### src/rtl/ps2_pkg.sv
// ps2_pkg: shared constants and state encodings for the PS/2 keystroke decoder.
// Exports: KEY_NONE / KEY_UNMAPPED letter codes, SC_BREAK / SC_EXT scan-code
// prefixes, frame_state_e (serial frame FSM), decode_state_e (make/break FSM).
package ps2_pkg;

  localparam logic [4:0] KEY_NONE     = 5'b11111;  // nothing pressed since reset
  localparam logic [4:0] KEY_UNMAPPED = 5'b00000;  // last make was not a letter
  localparam logic [7:0] SC_BREAK     = 8'hF0;
  localparam logic [7:0] SC_EXT       = 8'hE0;

  typedef enum logic [1:0] {
    FR_IDLE,
    FR_DATA,
    FR_PARITY,
    FR_STOP
  } frame_state_e;

  typedef enum logic [1:0] {
    DC_MAKE,
    DC_BRK,
    DC_EXT,
    DC_EXT_BRK
  } decode_state_e;

endpackage

### src/rtl/ps2_key_decoder_if.sv
// ps2_key_decoder_if: keystroke bundle from the PS/2 decoder to its consumer.
// Signals: keystroke[4:0] letter code, keyReleased one-cycle release strobe,
// frameError one-cycle dropped-frame strobe. master = decoder, slave = consumer.
interface ps2_key_decoder_if;
  logic [4:0] keystroke;
  logic       keyReleased;
  logic       frameError;

  modport master (output keystroke, output keyReleased, output frameError);
  modport slave  (input  keystroke, input  keyReleased, input  frameError);
endinterface

### src/rtl/ps2_letter_map.sv
// ps2_letter_map: combinational scan-code-set-2 to letter code lookup (a=1 .. z=26).
// Ports: scan_code_i[7:0] raw make code in, letter_o[4:0] letter code out;
// any code that is not a letter key yields KEY_UNMAPPED.
module ps2_letter_map
  import ps2_pkg::*;
(
  input  logic [7:0] scan_code_i,
  output logic [4:0] letter_o
);

  always_comb begin
    letter_o = KEY_UNMAPPED;
    case (scan_code_i)
      8'h1C: letter_o = 5'd1;
      8'h32: letter_o = 5'd2;
      8'h21: letter_o = 5'd3;
      8'h23: letter_o = 5'd4;
      8'h24: letter_o = 5'd5;
      8'h2B: letter_o = 5'd6;
      8'h34: letter_o = 5'd7;
      8'h33: letter_o = 5'd8;
      8'h43: letter_o = 5'd9;
      8'h3B: letter_o = 5'd10;
      8'h42: letter_o = 5'd11;
      8'h4B: letter_o = 5'd12;
      8'h3A: letter_o = 5'd13;
      8'h31: letter_o = 5'd14;
      8'h44: letter_o = 5'd15;
      8'h4D: letter_o = 5'd16;
      8'h15: letter_o = 5'd17;
      8'h2D: letter_o = 5'd18;
      8'h1B: letter_o = 5'd19;
      8'h2C: letter_o = 5'd20;
      8'h3C: letter_o = 5'd21;
      8'h2A: letter_o = 5'd22;
      8'h1D: letter_o = 5'd23;
      8'h22: letter_o = 5'd24;
      8'h35: letter_o = 5'd25;
      8'h1A: letter_o = 5'd26;
      default: letter_o = KEY_UNMAPPED;
    endcase
  end

endmodule

### src/rtl/ps2_key_decoder.sv
// ps2_key_decoder: PS/2 keyboard receiver (scan code set 2) driving letter keystrokes.
// Ports: clk, reset (async, active-high), ps2_clk / ps2_data raw async pins,
// key_if (master): keystroke[4:0], keyReleased strobe, frameError strobe.
// Latency: keystroke / keyReleased update 2 clk cycles after the filtered
// falling edge that samples the stop bit. No backpressure: the keyboard cannot
// be stalled, outputs are plain registered levels/strobes.
// Build option: define PS2_PARITY_CHECK_EN to drop frames with bad odd parity.
module ps2_key_decoder
  import ps2_pkg::*;
#(
  parameter int FILTER_LEN     = 4,
  parameter int TIMEOUT_CYCLES = 100000
) (
  input  logic clk,
  input  logic reset,
  input  logic ps2_clk,
  input  logic ps2_data,
  ps2_key_decoder_if.master key_if
);

  localparam int FCW = $clog2(FILTER_LEN + 1);
  localparam int TCW = $clog2(TIMEOUT_CYCLES + 1);
  localparam logic [FCW-1:0] FILT_LAST = FCW'(FILTER_LEN - 1);
  localparam logic [TCW-1:0] TMO_LAST  = TCW'(TIMEOUT_CYCLES - 1);

  // ---------------- input conditioning ----------------
  logic [1:0]     clk_sync_q, dat_sync_q;
  logic           filt_q, filt_prev_q;
  logic [FCW-1:0] filt_cnt_q;
  logic           fall;
  logic           dat;

  always_ff @(posedge clk or posedge reset) begin
    if (reset) begin
      clk_sync_q  <= 2'b11;
      dat_sync_q  <= 2'b11;
      filt_q      <= 1'b1;
      filt_prev_q <= 1'b1;
      filt_cnt_q  <= '0;
    end else begin
      clk_sync_q  <= {clk_sync_q[0], ps2_clk};
      dat_sync_q  <= {dat_sync_q[0], ps2_data};
      filt_prev_q <= filt_q;
      // Accept a new level only after FILTER_LEN consecutive differing samples;
      // any sample matching the current level restarts the run.
      if (clk_sync_q[1] == filt_q) begin
        filt_cnt_q <= '0;
      end else if (filt_cnt_q == FILT_LAST) begin
        filt_q     <= clk_sync_q[1];
        filt_cnt_q <= '0;
      end else begin
        filt_cnt_q <= filt_cnt_q + 1'b1;
      end
    end
  end

  assign fall = filt_prev_q & ~filt_q;
  assign dat  = dat_sync_q[1];

  // ---------------- frame FSM ----------------
  frame_state_e   fr_state_q;
  logic [2:0]     bit_cnt_q;
  logic [7:0]     byte_q;
  logic [TCW-1:0] tmo_cnt_q;
  logic           byte_vld_q;
  logic           ferr_q;
`ifdef PS2_PARITY_CHECK_EN
  logic           parity_q;
`endif

  always_ff @(posedge clk or posedge reset) begin
    if (reset) begin
      fr_state_q <= FR_IDLE;
      bit_cnt_q  <= '0;
      byte_q     <= '0;
      tmo_cnt_q  <= '0;
      byte_vld_q <= 1'b0;
      ferr_q     <= 1'b0;
`ifdef PS2_PARITY_CHECK_EN
      parity_q   <= 1'b0;
`endif
    end else begin
      byte_vld_q <= 1'b0;
      ferr_q     <= 1'b0;

      // Idle-gap counter: only runs while a frame is in flight.
      if (fr_state_q == FR_IDLE || fall) begin
        tmo_cnt_q <= '0;
      end else begin
        tmo_cnt_q <= tmo_cnt_q + 1'b1;
      end

      if (fr_state_q != FR_IDLE && !fall && tmo_cnt_q == TMO_LAST) begin
        // Keyboard went quiet mid-frame: abandon the partial byte.
        fr_state_q <= FR_IDLE;
        ferr_q     <= 1'b1;
      end else if (fall) begin
        case (fr_state_q)
          FR_IDLE: begin
            if (!dat) begin
              fr_state_q <= FR_DATA;
              bit_cnt_q  <= '0;
            end
          end
          FR_DATA: begin
            byte_q    <= {dat, byte_q[7:1]};  // LSB arrives first
            bit_cnt_q <= bit_cnt_q + 3'd1;
            if (bit_cnt_q == 3'd7) fr_state_q <= FR_PARITY;
          end
          FR_PARITY: begin
            // Without the parity check the bit is consumed and discarded.
`ifdef PS2_PARITY_CHECK_EN
            parity_q <= dat;
`endif
            fr_state_q <= FR_STOP;
          end
          FR_STOP: begin
            fr_state_q <= FR_IDLE;
            if (!dat) begin
              ferr_q <= 1'b1;
`ifdef PS2_PARITY_CHECK_EN
            end else if (!(^{byte_q, parity_q})) begin
              ferr_q <= 1'b1;  // odd parity violated
`endif
            end else begin
              byte_vld_q <= 1'b1;
            end
          end
          default: fr_state_q <= FR_IDLE;
        endcase
      end
    end
  end

  // ---------------- decode FSM ----------------
  logic [4:0]    letter;
  decode_state_e dc_state_q;
  logic [4:0]    held_q;
  logic [4:0]    keystroke_q;
  logic          rel_q;

  ps2_letter_map u_letter_map (
    .scan_code_i (byte_q),
    .letter_o    (letter)
  );

  always_ff @(posedge clk or posedge reset) begin
    if (reset) begin
      dc_state_q  <= DC_MAKE;
      held_q      <= KEY_UNMAPPED;
      keystroke_q <= KEY_NONE;
      rel_q       <= 1'b0;
    end else begin
      rel_q <= 1'b0;
      if (byte_vld_q) begin
        case (dc_state_q)
          DC_MAKE: begin
            if (byte_q == SC_BREAK) begin
              dc_state_q <= DC_BRK;
            end else if (byte_q == SC_EXT) begin
              dc_state_q <= DC_EXT;
            end else if (!(letter == held_q && held_q != KEY_UNMAPPED)) begin
              // A repeat of the held letter (typematic) is suppressed; an
              // unmapped make always lands as KEY_UNMAPPED.
              keystroke_q <= letter;
              held_q      <= letter;
            end
          end
          DC_BRK: begin
            if (letter == held_q && held_q != KEY_UNMAPPED) begin
              rel_q  <= 1'b1;
              held_q <= KEY_UNMAPPED;
            end
            dc_state_q <= DC_MAKE;
          end
          DC_EXT: begin
            dc_state_q <= (byte_q == SC_BREAK) ? DC_EXT_BRK : DC_MAKE;
          end
          DC_EXT_BRK: dc_state_q <= DC_MAKE;
          default:    dc_state_q <= DC_MAKE;
        endcase
      end
    end
  end

  assign key_if.keystroke   = keystroke_q;
  assign key_if.keyReleased = rel_q;
  assign key_if.frameError  = ferr_q;

endmodule
### src/flat_wrapper.sv
// flat-port wrapper written by rule: the top's interface ports become plain ports
module ps2_key_decoder_flat import ps2_pkg::*;
#(
  parameter int FILTER_LEN     = 4,
  parameter int TIMEOUT_CYCLES = 100000
)
  (clk, reset, ps2_clk, ps2_data, key_if_keystroke, key_if_keyReleased, key_if_frameError);
  ps2_key_decoder_if key_if_i ();
  input  logic clk;
  input  logic reset;
  input  logic ps2_clk;
  input  logic ps2_data;
  output wire logic [$bits(key_if_i.keystroke)-1:0] key_if_keystroke;
  output wire logic [$bits(key_if_i.keyReleased)-1:0] key_if_keyReleased;
  output wire logic [$bits(key_if_i.frameError)-1:0] key_if_frameError;
  assign key_if_keystroke = key_if_i.keystroke;
  assign key_if_keyReleased = key_if_i.keyReleased;
  assign key_if_frameError = key_if_i.frameError;
  ps2_key_decoder #(.FILTER_LEN(FILTER_LEN), .TIMEOUT_CYCLES(TIMEOUT_CYCLES)) u_core (.clk(clk), .reset(reset), .ps2_clk(ps2_clk), .ps2_data(ps2_data), .key_if(key_if_i));
endmodule
### config.mk
export PLATFORM = sky130hd
export DESIGN_NAME = ps2_key_decoder_flat
export DESIGN_NICKNAME = d
export VERILOG_FILES = /design/src/rtl/ps2_pkg.sv /design/src/rtl/ps2_key_decoder_if.sv /design/src/rtl/ps2_letter_map.sv /design/src/rtl/ps2_key_decoder.sv /design/src/flat_wrapper.sv
export SDC_FILE = /design/constraint.sdc
export NUM_CORES = 1
export LEC_CHECK = 0
export CAP_MARGIN = 20
export CELL_PAD_IN_SITES_DETAIL_PLACEMENT = 2
export CELL_PAD_IN_SITES_GLOBAL_PLACEMENT = 2
export CORE_MARGIN = 8
export CORE_UTILIZATION = 40
export CTS_CLUSTER_SIZE = 8
export DETAILED_ROUTE_END_ITERATION = 6
export HOLD_SLACK_MARGIN = 0.15
export PLACE_DENSITY_LB_ADDON = 0.12
export SYNTH_ARGS = -nofsm -noshare
export SYNTH_HDL_FRONTEND = slang
export SYNTH_SLANG_ARGS = --single-unit
### constraint.sdc
create_clock -name clk -period 3.35 [get_ports clk]
set_clock_uncertainty 0.2 [all_clocks]
set_input_delay 0.8375 -clock clk [delete_from_list [all_inputs] [get_ports clk]]
set_output_delay 0.8375 -clock clk [all_outputs]
set_load 0.05 [all_outputs]
==> flow_metrics.env <==
export IMPL_seq_area_frac_synth_pct=41.9
export IMPL_fin_crit_ps=3030
export IMPL_min_path_type="flip-flop to flip-flop"
export IMPL_tritoncts="yes"
export IMPL_diodes=0
export IMPL_via_per_inst=5.69
export IMPL_leakage_uw=0.00146
export IMPL_cts_path_max_buffers=2
export IMPL_start_kind="flip-flop"
export IMPL_cp_data_required_time_ps=3380
export IMPL_ys_async_sr_fraction_pct=100
export IMPL_setup_worst_path_class="flip-flop to flip-flop"
export IMPL_path_cells="inv_1 > ha_2 > mux2i_1 > or2_0 > a31oi_2 > a21oi_1 > o2111a_2 > a21boi_4 > mux2_4"
export IMPL_clk_pin_slew_ps=90
export IMPL_power_density_nw_per_um2=617
export IMPL_syn_area_sq_um=3260
export IMPL_grt_pass1_vias=2898
export IMPL_crit_path_end_kind="flip-flop"
export IMPL_clock_root_buffer="clkbuf_8"
export IMPL_status="finished, final reports clean"
export IMPL_holdPathStages=0
export IMPL_grtUsageTotal_pct=15.6
export IMPL_synthCells=337
export IMPL_synth_seq_cells=54
export IMPL_drv_slew=0
export IMPL_synth_edf_count=0
export IMPL_ys_types=63
export IMPL_rows=33
export IMPL_grt_pass1_wl_microns=14400
export IMPL_ys_warn_count=0
export IMPL_wl_per_cell_microns=18.3
export IMPL_numCtsBuffers=5
export IMPL_finalWeightedCongestion=0.747
export IMPL_nets=365
export IMPL_cp_buffers_inverters=1
export IMPL_setup_violations=0
export IMPL_die_width_microns=106
export IMPL_dieArea_sq_um=11300
export IMPL_critPathMaxFanout=10
export IMPL_synth_avg_cell_area_sq_um=9.66
export IMPL_clkSinkCount=54
export IMPL_max_freq_mhz=330
export IMPL_antenna_found_initial=0
export IMPL_drive_gt1_share_pct=15.2
export IMPL_max_cap_violations=0
export IMPL_hold_viol=0
export IMPL_ant_nets=0
export IMPL_path_depth=9
export IMPL_max_slew_margin_pct=54.7
export IMPL_syn_to_final_growth_pct=10.5
export IMPL_htree_levels=2
export IMPL_via_count=2581
export IMPL_peakVddDrop_v=0.000247
export IMPL_rr_worst_depth=9
export IMPL_drcViolationCount=0
export IMPL_utilization_pct=44.7
export IMPL_fin_crit_sh_pct=90.5
export IMPL_cp_arrival_ps=3070
export IMPL_initial_utilization_pct=40.4
export IMPL_io_buffers=10
export IMPL_clk_latency_ps=300
export IMPL_grt_max_degree=24
export IMPL_rsz0062_at_grt="no"
export IMPL_dp_hpwl_microns=6300
export IMPL_cp_slowest_cell="dfrtp_1"
export IMPL_drtPass1Iterations=4
export IMPL_fin_setup_tns_ps=0
export IMPL_cts_hold_buf=0
export IMPL_worstMarginPinSlew_ps=679
export IMPL_wl_microns=8290
export IMPL_overflow=0
export IMPL_die_height_microns=106
export IMPL_post_cts_setup_buffers=0
export IMPL_max_stage_delay_ps=490
export IMPL_core_sq_um=8050
export IMPL_synth_nets=353
export IMPL_critPathTopFamily="compound AO/OA/AOI/OAI gates"
export IMPL_ys_flop_type="dfrtp_1"
export IMPL_drt_iter0_drc=53
export IMPL_io_pins=11
cells by family after synthesis:
logic type / Yosys count / share of synthesized area, %
and+or+nand+nor: 131 / 20.9
AOI/OAI and AO/OA: 71 / 16.1
DFF: 54 / 41.9
buffers and inverters: 31 / 4.65
muxes: 22 / 7.53
xor gates and xnor gates: 16 / 4.30
adders and majority gates: 12 / 4.61
state kept, by name, summed over array words and instances, names as in the netlist:
signal,flops
u_core.key_if.keyReleased,1
u_core.dc_state_q,2
u_core.key_if.frameError,1
u_core.fr_state_q,2
u_core.bit_cnt_q,3
u_core.dat_sync_q,2
u_core.held_q,5
u_core.byte_vld_q,1
u_core.filt_cnt_q,3
u_core.key_if.keystroke,5
u_core.filt_prev_q,1
u_core.tmo_cnt_q,17
u_core.byte_q,8
u_core.clk_sync_q,2
u_core.filt_q,1
per-stage QoR:
stage | setup WS [ps] | hold slack (ps) | std cells | cell area, sq um | total power (uW)
2_1_floorplan | 640 | 145 | 337 | 3260 | 1540
3_3_place_gp | 333 | 145 | 447 | 3470 | 1740
3_5_place_dp | 107 | 148 | 447 | 3470 | 1790
4_1_cts | 67.5 | 163 | 454 | 3580 | 2250
5_1_grt | 86.0 | 166 | 454 | 3600 | 2380
6_report | 317 | 161 | 454 | 3600 | 2220
Yosys cell counts (10+ instances only):
| cell | instances | area share, % |
|---|---|---|
| nor2_1 | 34 | 3.9 |
| a21oi_1 | 15 | 2.3 |
| nand2b_1 | 10 | 1.9 |
| dfrtp_1 | 43 | 33 |
| o21ai_0 | 14 | 2.2 |
| nand3_1 | 14 | 2.2 |
| ha_1 | 12 | 4.6 |
| nand2_1 | 24 | 2.8 |
| dfstp_2 | 11 | 8.9 |
| xor2_1 | 11 | 3.0 |
| mux2_2 | 12 | 4.2 |
| inv_1 | 16 | 1.8 |
where the power goes:
part	leakage, uW	switching, uW	total, uW	internal [uW]
Sequential	0.000702	173	937	764
Clock	0.0000573	205	445	239
Combinational	0.000705	505	839	334
what timing repair did:
item,in CTS,in global routing
setup endpoints to repair,0,10
resized for setup,0,3
endpoints found under the hold margin,0,0
area by class of cell:
cell class	instances	area, sq um
Fill cell	871	4450
Multi-Input combinational cell	252	1750
Sequential cell	54	1370
Timing Repair Buffer	20	175
Tap cell	105	131
Clock buffer	6	82.6
Inverter	16	60.1
Clock inverter	1	30.0
placed cells by master (no fill, tap or decap), types with 9 or more instances in the layout:
cell type,n
a21oi_1,15
dfstp_2,11
ha_1,11
nor2_1,34
xor2_1,11
inv_1,15
mux2_2,12
nand3_1,14
nand2b_1,10
dfrtp_1,43
nand2_1,24
o21ai_0,14
buf_4,10
clkdlybuf4s50_1,10
nor3_1,9
path summary, 6_finish.rpt:
check / startpoint / endpoint / slack (ps)
max in group asynchronous: reset / u_core.key_if.keystroke[0] / 1600
hold / removal: u_core.dat_sync_q[0] / u_core.dat_sync_q[1] / 160
setup reg to reg: u_core.byte_q[1] / u_core.key_if.keystroke[0] / 320
hold reg to reg: u_core.dat_sync_q[0] / u_core.dat_sync_q[1] / 160
min in group asynchronous: reset / u_core.tmo_cnt_q[12] / 670
setup / recovery: u_core.byte_q[1] / u_core.key_if.keystroke[0] / 320
routing by layer:
| layer | part of all wire (%) | global-route usage (%) |
|---|---|---|
| met1 | 45 | 18.6 |
| met2 | 53 | 28.5 |
| met3 | 1.7 | 2.42 |
| met4 | 0.89 | 3.62 |
| met5 | 0 | 0 |
Note: power is estimated with default switching activity, not from simulation.
